### src/rtl/branch_redirect_controller.sv
// branch_redirect_controller
//   Front-end redirect sequencer sitting between execute and fetch. Each cycle
//   it checks the execute stage's resolved branch outcome against the
//   prediction that travelled with the instruction. On a mismatch it raises a
//   registered PC redirect toward fetch (valid/ready), keeps the front end
//   flushed until fetch accepts, then keeps flushing for a fixed drain period.
//   It also emits a registered predictor/BTB update pulse and keeps saturating
//   branch / mispredict statistics.
//
// Ports
//   clk, rst                 clock, asynchronous active-low reset
//   ex_valid                 execute stage holds a valid instruction
//   ex_pc                    PC of the execute instruction
//   ex_is_branch             instruction is a conditional branch
//   ex_branch_taken          resolved direction
//   ex_irreg_pc              resolved target when taken
//   ex_taken_predicted       fetch predicted taken
//   ex_next_pc_predicted     fetch had a BTB target
//   ex_predicted_next_pc     BTB target used by fetch
//   redirect_ready           fetch accepts the redirect
//   redirect_valid           redirect request
//   redirect_pc              PC fetch must restart from
//   flush_front              kill IF/ID and execute-input pipe regs
//   upd_valid                one-cycle predictor/BTB update pulse
//   upd_pc/upd_taken/upd_target  update payload
//   branch_count             qualified branches seen (saturating)
//   mispredict_count         redirects issued (saturating)
module branch_redirect_controller #(
  parameter int PC_WIDTH     = 32,
  parameter int FLUSH_CYCLES = 2,
  parameter int CNT_WIDTH    = 32
) (
  input  logic                 clk,
  input  logic                 rst,
  input  logic                 ex_valid,
  input  logic [PC_WIDTH-1:0]  ex_pc,
  input  logic                 ex_is_branch,
  input  logic                 ex_branch_taken,
  input  logic [PC_WIDTH-1:0]  ex_irreg_pc,
  input  logic                 ex_taken_predicted,
  input  logic                 ex_next_pc_predicted,
  input  logic [PC_WIDTH-1:0]  ex_predicted_next_pc,
  input  logic                 redirect_ready,
  output logic                 redirect_valid,
  output logic [PC_WIDTH-1:0]  redirect_pc,
  output logic                 flush_front,
  output logic                 upd_valid,
  output logic [PC_WIDTH-1:0]  upd_pc,
  output logic                 upd_taken,
  output logic [PC_WIDTH-1:0]  upd_target,
  output logic [CNT_WIDTH-1:0] branch_count,
  output logic [CNT_WIDTH-1:0] mispredict_count
);

  localparam logic [3:0] DRAIN_LOAD = 4'(FLUSH_CYCLES - 1);

  typedef enum logic [1:0] {
    IDLE     = 2'd0,
    REDIRECT = 2'd1,
    DRAIN    = 2'd2
  } state_t;

  state_t     state, state_nxt;
  logic [3:0] drain_cnt, drain_cnt_nxt;

  function automatic logic [CNT_WIDTH-1:0] sat_inc(input logic [CNT_WIDTH-1:0] v);
    return (&v) ? v : v + CNT_WIDTH'(1);
  endfunction

  // Stage p0: resolution compare on the execute-stage inputs
  logic                qual_p0;
  logic                br_p0;
  logic                false_hit_p0;
  logic                mispredict_p0;
  logic                upd_vld_p0;
  logic [PC_WIDTH-1:0] seq_pc_p0;
  logic [PC_WIDTH-1:0] correct_pc_p0;

  // Anything arriving while not IDLE is wrong-path and must be ignored.
  assign qual_p0      = ex_valid && (state == IDLE);
  assign br_p0        = qual_p0 && ex_is_branch;
  assign false_hit_p0 = qual_p0 && !ex_is_branch && ex_taken_predicted;
  assign seq_pc_p0    = ex_pc + PC_WIDTH'(4);

  always_comb begin
    mispredict_p0 = 1'b0;
    if (br_p0) begin
      if (ex_branch_taken != ex_taken_predicted)
        mispredict_p0 = 1'b1;
      else if (ex_branch_taken &&
               (!ex_next_pc_predicted || (ex_predicted_next_pc != ex_irreg_pc)))
        mispredict_p0 = 1'b1;
    end else if (false_hit_p0) begin
      mispredict_p0 = 1'b1;
    end
  end

  assign correct_pc_p0 = (ex_is_branch && ex_branch_taken) ? ex_irreg_pc : seq_pc_p0;
  // A false hit also updates, so the stale BTB entry gets invalidated.
  assign upd_vld_p0    = br_p0 || false_hit_p0;

  always_comb begin
    state_nxt     = state;
    drain_cnt_nxt = drain_cnt;
    case (state)
      IDLE: begin
        if (mispredict_p0) state_nxt = REDIRECT;
      end
      REDIRECT: begin
        if (redirect_ready) begin
          if (FLUSH_CYCLES == 1) begin
            state_nxt = IDLE;
          end else begin
            state_nxt     = DRAIN;
            drain_cnt_nxt = DRAIN_LOAD;
          end
        end
      end
      DRAIN: begin
        if (drain_cnt <= 4'd1) state_nxt = IDLE;
        else                   drain_cnt_nxt = drain_cnt - 4'd1;
      end
      default: state_nxt = IDLE;
    endcase
  end

  always_ff @(posedge clk or negedge rst) begin
    if (!rst) begin
      state     <= IDLE;
      drain_cnt <= 4'd0;
    end else begin
      state     <= state_nxt;
      drain_cnt <= drain_cnt_nxt;
    end
  end

  // Stage p1: registered redirect target, update payload and statistics
  logic [PC_WIDTH-1:0]  redirect_pc_p1;
  logic                 upd_vld_p1;
  logic [PC_WIDTH-1:0]  upd_pc_p1;
  logic                 upd_taken_p1;
  logic [PC_WIDTH-1:0]  upd_target_p1;
  logic [CNT_WIDTH-1:0] branch_cnt_p1;
  logic [CNT_WIDTH-1:0] mispred_cnt_p1;

  always_ff @(posedge clk or negedge rst) begin
    if (!rst) begin
      redirect_pc_p1 <= '0;
      upd_vld_p1     <= 1'b0;
      upd_pc_p1      <= '0;
      upd_taken_p1   <= 1'b0;
      upd_target_p1  <= '0;
      branch_cnt_p1  <= '0;
      mispred_cnt_p1 <= '0;
    end else begin
      upd_vld_p1 <= upd_vld_p0;
      if (mispredict_p0) begin
        redirect_pc_p1 <= correct_pc_p0;
        mispred_cnt_p1 <= sat_inc(mispred_cnt_p1);
      end
      if (upd_vld_p0) begin
        upd_pc_p1     <= ex_pc;
        upd_taken_p1  <= ex_is_branch && ex_branch_taken;
        upd_target_p1 <= ex_is_branch ? ex_irreg_pc : seq_pc_p0;
      end
      if (br_p0) branch_cnt_p1 <= sat_inc(branch_cnt_p1);
    end
  end

  assign redirect_valid   = (state == REDIRECT);
  assign flush_front      = (state != IDLE);
  assign redirect_pc      = redirect_pc_p1;
  assign upd_valid        = upd_vld_p1;
  assign upd_pc           = upd_pc_p1;
  assign upd_taken        = upd_taken_p1;
  assign upd_target       = upd_target_p1;
  assign branch_count     = branch_cnt_p1;
  assign mispredict_count = mispred_cnt_p1;

endmodule
### config.mk
export PLATFORM = sky130hd
export DESIGN_NAME = branch_redirect_controller
export DESIGN_NICKNAME = d
export VERILOG_FILES = /design/src/rtl/branch_redirect_controller.sv
export SDC_FILE = /design/constraint.sdc
export NUM_CORES = 1
export LEC_CHECK = 0
export CORE_MARGIN = 3
export CORE_UTILIZATION = 47
export DETAILED_ROUTE_END_ITERATION = 8
export GPL_TIMING_DRIVEN = 0
export PLACE_DENSITY = 0.82
export SLEW_MARGIN = 20
export SYNTH_ARGS = -nofsm -noshare
export SYNTH_HDL_FRONTEND = slang
export SYNTH_SLANG_ARGS = --single-unit
export TNS_END_PERCENT = 50
### constraint.sdc
create_clock -name clk -period 2.6 [get_ports clk]
set_clock_uncertainty 0.2 [all_clocks]
set_input_delay 0.78 -clock clk [delete_from_list [all_inputs] [get_ports clk]]
set_output_delay 0.78 -clock clk [all_outputs]
set_load 0.005 [all_outputs]
# Yosys cells after proc, flatten, opt, wreduce, memory -nomap -nowiden
# Cells that the tools add are included.
# word_totals
out_inout_bits	164
memories	0
word_cells	56
romBits	0
register_bits	168
latch_bits	0
inputBits	104
ram_bits	0
# classes
n_addsub	4
n_div	0
multipliers	0
shifts	0
order_cmp	1
bitwise	2
mux	13
n_eq_ne	8
reduce_logical	19
# ops
operator	n
32-bit by 1-bit adder with 32-bit output (second input constant)	2
32-bit 2-to-1 mux	2
32-bit AND reduction	2
32-bit by 3-bit adder with 32-bit output (second input constant)	1
32-bit != test	1
4-bit 2-to-1 mux	2
2-bit != test (second input constant)	4
4-bit one-hot mux with 2 select lines	1
1-bit logical AND	6
2-bit 2-to-1 mux	3
2-bit one-hot mux with 3 select lines	1
3-bit AND reduction	2
4-bit by 1-bit <= comparator with 1-bit output (second input constant)	1
1-bit 2-to-1 mux	4
2-bit AND reduction	2
2-bit nonzero test	2
4-bit by 1-bit subtractor with 4-bit output (second input constant)	1
2-bit by 1-bit == test with 1-bit output (second input constant)	1
2-bit == test (second input constant)	1
1-bit logical NOT	2
2-bit logical NOT	1
1-bit logical OR	2
1-bit inverter	2
1-bit != test	1

# Longest topological paths before layout
# Gate-level depths: netlist of the first run.
# depth
depth_word	8
mapped_depth	9
mapped_depth_nobuf	7

# Least setup slack after synthesis of the first run
# OpenSTA, ideal clock, no wires.
# synth_timing
path_kind	input -> register
startpoint	input ex_branch_taken
endpoint	register redirect_pc_p1[14], in the netlist redirect_pc[14]
arrival_ns	2.256
required_ns	2.272
cell_stages	9
setup_time_ns	0.128
path_buffers	3
setup_slack_ns	0.016
cell_sequence	and2_1 buf_4 nand4_1 nor4_2 nand4_2 and2_1 buf_6 buf_6 mux2_1
# synth_between
elab_chain_cells	4
word_cells_on_any_way	7
cone_classes	1 x eq/ne; 4 x mux; 2 x reduce/logical
# synth_rtl
element	line_no	source
start, declared	38	input logic ex_branch_taken,
1-bit logical AND	90	else if (ex_branch_taken &&
1-bit 2-to-1 mux	90	
1-bit 2-to-1 mux	88	if (ex_branch_taken != ex_taken_predicted)
1-bit 2-to-1 mux	87	if (br_p0) begin
end signal, assigned	158	redirect_pc_p1 <= correct_pc_p0;
end, declared	138	logic [PC_WIDTH-1:0] redirect_pc_p1;
# Several ways; a longest one is shown, not always the timed one.
# A chain may end at the register's enable or synchronous reset.

# Final worst setup path of the first run
# layout_timing
startpoint	input ex_predicted_next_pc[20]
endpoint	register redirect_pc_p1[12], in the netlist redirect_pc[12]
# layout_between
elab_chain_cells	6
# layout_rtl
element	line_no	source
start, declared	42	input logic [PC_WIDTH-1:0] ex_predicted_next_pc,
32-bit != test	91	(!ex_next_pc_predicted || (ex_predicted_next_pc != ex_irreg_pc)))
1-bit logical OR	91	
1-bit logical AND	90	
1-bit 2-to-1 mux	90	
1-bit 2-to-1 mux	88	
1-bit 2-to-1 mux	87	
# Every way passes these cells.

==> impl_metrics.toml, run 1 <==
[clock_network]
clockBufferDepth = 2
clkSinkCount = 168
cts_root_buf = "clkbuf_16"
insertion_delay_ns = 0.42
cts_inserted_buffers = 17
cts_tree = "yes"
htree_levels = 4
clkTransAtPathRegs_ns = 0.07

[placed_design]
place_congestion = 0.923
dpl.hpwl_um = 21100
numPortBuffers = 267
place_ws_ns = -1.17

[logic_synthesis]
synthSimpleGateAreaFrac = 0.221
synth_compound_area_frac = 0.0517
ys_warn_count = 0
synth_xor_area_frac = 0.125
yosys-top-cells-area = "dfrtp_1, xnor2_1, nand2_1"
postSynthAreaPerCell_um2 = 9.71
syn_nets = 1001
synth_ff_type = "dfrtp_1"
syn_area_um2 = 8660
async_flop_share = 1.00
ys_types = 47
ys_top_cells_by_count = "nand2_1, dfrtp_1, xnor2_1"
synth_top_family_by_area = "simple AND/OR/NAND/NOR gates"
synth_mux_area_frac = 0.0818
ys_seq_area_frac = 0.486
synth-seq-cells = 168
synth_edf_count = 0
synth_top_area_frac = 0.486
yosysMostFrequentCell = "nand2_1"
yosysTopAreaCell = "dfrtp_1"
synthCells = 892
synthAdderAreaFrac = 0.00723

[detailed_routing]
num_vias = 7899
ant_nets = 0
vias_per_cell = 5.49
drc = 0
drtIter0Drc = 447
wl_um = 28300
dr.pass1.iters = 5
wl_per_cell_um = 19.6

[timing]
hold_viol = 0
slew_headroom = 0.415
timing.final.crit_period_ns = 2.62
setup_slack_ns = -0.0174
period_share = 1.01
fmax_ghz = 0.382
fin_hold_ws_ns = 0.101
rsz0062_at_grt = "true"
setup_viol = 8
tns_ns = -0.0845
tightest_slew_ns = 0.878
drv_slew = 0

[floorplan]
coreArea_um2 = 18000
initial_core_util = 0.480
die_area_um2 = 20100
io_pins = 268
die_x_um = 142
row_count = 49
die_y_um = 142

[pwr]
sw_frac_of_total = 0.309
finalPower_w = 0.0107
ir_drop_mv = 0.544
powerDensity_nw_per_um2 = 833
p_clk_frac = 0.252
p_comb_frac = 0.369
p_leak_nw = 5.72
p_int_w = 0.00736
p_sw_w = 0.00329
seq_power_share = 0.378

[worst_hold_path]
hp-class = "primary input to async pin"

[worst_setup_path]
worstSetupEndpointType = "flop"
required_ns = 2.71
worst-setup-path-type = "primary input to flop"
reg2reg_slack_ns = 0.05
worst_ep_arrival_time_ns = 2.73
r2r_start = "mispredict_count[0]"
start_kind = "primary input"
regToRegEndpoint = "mispredict_count[29]"
ff2ff_path_depth = 9
cp_max_fo = 8

[run]
cap_violations = 0

[outcome]
violations = "negative setup slack"
status = "complete, but fails checks"

[global_route]
grt_pass1_vias = 7835
grt_overflow = 0
grt_use_total = 0.275
grt_start_max_net_pins = 98
grt_pass1_wl_um = 43000
antenna_found_initial = 1

[layout]
drive_gt1_frac = 0.131
syn_to_final_growth_pct = 47.7
n_fill_cell = 1383
finish.net_count = 1306
## power groups by stage
stage	clock, W	combinational, W	sequential (W)
global route	0.00281	0.00426	0.00414
floorplan	0	0.00127	0.00405
global placement	0	0.00375	0.00402
CTS	0.00270	0.00392	0.00403
detailed placement	0	0.00382	0.00404
finish	0.00269	0.00394	0.00403
## per-stage QoR
step / instance area [µm²] / std cells / utilization
6_report: 12800 / 1440 / 0.709
5_1_grt: 12800 / 1440 / 0.709
4_1_cts: 12600 / 1434 / 0.699
3_5_place_dp: 11600 / 1389 / 0.646
3_3_place_gp: 11600 / 1388 / 0.645
2_1_floorplan: 8660 / 892 / -
## kinds of logic (layout without fill, tap and decap cells)
family | after synthesis | in the layout
compound gates | 83 | 83
xor+xnor | 124 | 124
fa+ha+maj | 5 | 5
buf+inv | 54 | 372
flops | 168 | 168
mux | 62 | 62
other cells | 0 | 1
simple gates | 396 | 396
## per-layer routing
metal  GRT usage  part of all wire  routed length [µm]
met5           0                 0                   0
met4      0.0798             0.018                 519
met3      0.0664             0.076                2160
met2       0.475              0.50               14200
met1       0.343              0.40               11400
## critical path, cell delays in order
cell	delay [ns]
clkdlybuf4s50_1	0.50
xnor2_1	0.15
nand4_1	0.24
nor2_2	0.19
nand4_2	0.13
and2_4	0.26
clkbuf_16	0.18
mux2_4	0.30
## state kept, by name, summed over array words and instances (netlist names)
| signal | flops |
|---|---|
| upd_pc | 32 |
| state | 2 |
| redirect_pc | 32 |
| upd_target | 32 |
| upd_valid | 1 |
| drain_cnt | 4 |
| upd_taken | 1 |
| branch_count | 32 |
| mispredict_count | 32 |
## layout make-up
cell class                      instances  area, µm²  area share
Antenna cell                            1       2.50    0.000196
Buffer                                 34        195      0.0153
Clock buffer                           20        457      0.0357
Clock inverter                         12        165      0.0129
Inverter                               19       71.3     0.00558
Multi-Input combinational cell        670       4530       0.354
Sequential cell                       168       4210       0.329
Tap cell                              229        287      0.0224
Timing Repair Buffer                  287       2870       0.225
## worst max-delay path by stage
| stage | start | endpoint | cells after the start |
|---|---|---|---|
| 3_3_place_gp | rst | redirect_pc[13] | 1 |
| 5_1_grt | ex_predicted_next_pc[20] | redirect_pc[22] | 8 |
| 3_5_place_dp | ex_irreg_pc[25] | redirect_pc[14] | 9 |
| 4_1_cts | ex_pc[9] | redirect_pc[27] | 7 |
| 6_report | ex_predicted_next_pc[20] | redirect_pc[12] | 8 |
| 2_1_floorplan | ex_branch_taken | redirect_pc[14] | 9 |
## cells in the final DEF, fill, tap and decap left out, drive strengths merged, types with 2 or more instances in the layout
cell type,count
and3,18
dlymetal6s2s,18
and4,10
clkinvlp,3
ha,5
inv,22
xnor2,98
o21a,2
or2,3
dlygate4sd2,42
nor4b,2
o21ai,35
mux2i,34
clkinv,3
clkdlybuf4s50,204
nor3,19
nor2,49
nand2,184
nand4,37
nand3,42
clkbuf,45
xor2,26
bufinv,3
a21oi,36
o211ai,4
mux2,28
o31ai,2
buf,32
dfrtp,168
nor4,15
and2,10
nor3b,2
## timing repair
action,CTS,global route
hold buffers,0,0
gates cloned,1,1
setup buffers,13,4
endpoints found under the setup margin,159,92
pin swaps,29,24
gates resized for setup,99,54
No activity file was read; power rests on OpenSTA's default activity.
==> run 2: changes to the inputs <==
--- a/config.mk
+++ b/config.mk
@@ -5,12 +5,11 @@
 export SDC_FILE = /design/constraint.sdc
 export NUM_CORES = 1
 export LEC_CHECK = 0
-export CORE_MARGIN = 3
 export CORE_UTILIZATION = 47
 export DETAILED_ROUTE_END_ITERATION = 8
 export GPL_TIMING_DRIVEN = 0
 export PLACE_DENSITY = 0.82
-export SLEW_MARGIN = 20
+export SLEW_MARGIN = 0
 export SYNTH_ARGS = -nofsm -noshare
 export SYNTH_HDL_FRONTEND = slang
 export SYNTH_SLANG_ARGS = --single-unit
==> run 2 against run 1 <==
  * The run now ends clean
  * Worst hold slack better by 0.043 ns
  * Largest cell class unchanged
  * Combinational power increased by 1%
  * Largest power group unchanged
  * Non-clock buffer count is 7 higher
  * Sequential share of layout area down 0.33 points
  * Sequential power up 1%
==> impl_metrics.toml, run 2 (synthesized netlist as in run 1, its figures left out) <==
[timing]
fmax_ghz = 0.388
period_share = 0.992
drv_slew = 0
tightest_slew_ns = 0.767
hold_viol = 0
slew_headroom = 0.489
setup_viol = 0
timing.final.crit_period_ns = 2.58
setup_slack_ns = 0.0206

[global_route]
grt_pass1_wl_um = 43100
grt_overflow = 0
antenna_found_initial = 0
grt_start_max_net_pins = 86
grt_use_total = 0.307
grt_pass1_vias = 7856

[layout]
insertedDiodeCount = 0
drive_gt1_frac = 0.144
n_fill_cell = 1361
finish.net_count = 1313
final_cell_mix = "clkdlybuf4s50_1, nand2_1, dfrtp_1"
syn_to_final_growth_pct = 49.2
layout.cells.non_filler = 1446
final_common_cell = "clkdlybuf4s50_1"

[worst_setup_path]
required_ns = 1.62
ff2ff_path_depth = 10
cp_slowest_cell = "clkdlybuf4s50_1"
reg2reg_slack_ns = 0.12
worst_ep_arrival_time_ns = 1.60
regToRegEndpoint = "branch_count[19]"
worst-setup-path-type = "flop to output port"
crit_chain = "nor2b_4 > clkdlybuf4s50_1"
r2r_start = "state[1]"
critPathMaxStageDelay_ns = 0.53
cp_top_family = "buffers and inverters"
cp_max_fo = 5
worstSetupEndpointType = "output port"
crit_buf_inv = 1
start_kind = "flop"

[placed_design]
dp_cells = 1389
place_congestion = 0.907
numPortBuffers = 267
place_ws_ns = -1.18
dpl.hpwl_um = 20600

[clock_network]
insertion_delay_ns = 0.42
clkSinkCount = 168
cts_hold_buf = 0
clockBufferDepth = 2
cts_tree = "yes"
cts_inserted_buffers = 17
htree_levels = 4
clkTransAtPathRegs_ns = 0.07
cts_root_buf = "clkbuf_16"

[worst_hold_path]
hp-class = "primary input to async pin"

[floorplan]
die_y_um = 138
io_pins = 268
initial_core_util = 0.480
coreArea_um2 = 18000
die_x_um = 138
row_count = 49
die_area_um2 = 19000

[run]
cap_violations = 0

[detailed_routing]
drtIter0Drc = 587
ant_nets = 0
vias_per_cell = 5.61
wl_per_cell_um = 20.2
num_vias = 8106
dr.pass1.iters = 5
wl_um = 29200
drc = 0

[pwr]
p_leak_nw = 5.81
ir_drop_mv = 0.514
powerDensity_nw_per_um2 = 842

[outcome]
status = "completed"
## run 2: cell count changes in the layout (fill, tap and decap cells not counted), moves of 3 or more
| cell | delta |
|---|---|
| clkdlybuf4s50_1 | -10 |
| nand3_2 | -3 |
| nor4_2 | +4 |
| inv_6 | -3 |
| nor4_1 | -5 |
| clkbuf_8 | +3 |
| nor2_2 | -3 |
| dlygate4sd2_1 | +5 |
| buf_4 | +12 |
## run 2: worst max path at each step
stage,startpoint,end,slack (ns),cells past startpoint
finish,state[0],redirect_valid,0.02,2
floorplan,ex_branch_taken,redirect_pc[14],0.02,9
detailed placement,ex_irreg_pc[25],redirect_pc[22],-1.18,9
CTS,state[0],redirect_valid,-0.04,2
global route,state[1],redirect_valid,-0.008,2
global placement,rst,redirect_pc[13],-6.43,1
## run 2: timing repair
action	CTS	global route
buffers inserted	17	10
resized for setup	117	62
pin swaps	27	24
cloned	1	0
endpoints found under the setup margin	161	122
hold endpoints to repair	0	0
## run 2: power breakdown
| group | internal [W] | switching (W) | total (W) |
|---|---|---|---|
| clock | 0.00175 | 0.00108 | 0.00283 |
| combinational | 0.00234 | 0.00163 | 0.00398 |
| sequential | 0.00347 | 0.000604 | 0.00407 |
| total | 0.00756 | 0.00332 | 0.0109 |
## run 2: through the flow
step,TNS [ns],hold WS (ns),area [µm²],total power [W],utilization
after CTS,-0.161,0.166,12700,0.0108,0.706
after global placement,-1216.19,0.258,11600,0.00775,0.645
after detailed placement,-141.71,0.262,11600,0.00784,0.646
final,0,0.145,12900,0.0109,0.717
after floorplan,0,0.263,8660,0.00532,-
after global routing,-0.0164,0.188,12900,0.0114,0.717
## run 2: final cells by class
type | instances | area, µm² | area share
Timing Repair Buffer | 295 | 2890 | 0.224
Sequential cell | 168 | 4210 | 0.326
Tap cell | 229 | 287 | 0.0222
Multi-Input combinational cell | 670 | 4610 | 0.357
Inverter | 19 | 71.3 | 0.00552
Clock buffer | 23 | 498 | 0.0385
Clock inverter | 9 | 161 | 0.0125
Buffer | 33 | 196 | 0.0152
## run 2: worst reg2reg max path, stage by stage, from the launching register on
cell	delay [ns]
dfrtp_2	0.45
buf_4	0.16
nor3b_4	0.28
buf_4	0.17
and2_1	0.13
buf_6	0.13
nand4_1	0.22
buf_4	0.22
nor4_4	0.14
o31ai_2	0.12
xnor2_1	0.15
## run 2: layer usage
layer,up-vias,wire (µm),track usage
met5,-,0,0
met4,0,898,0.126
met3,74,2510,0.0872
met2,398,14600,0.523
met1,3964,11200,0.364
li1,3670,-,-
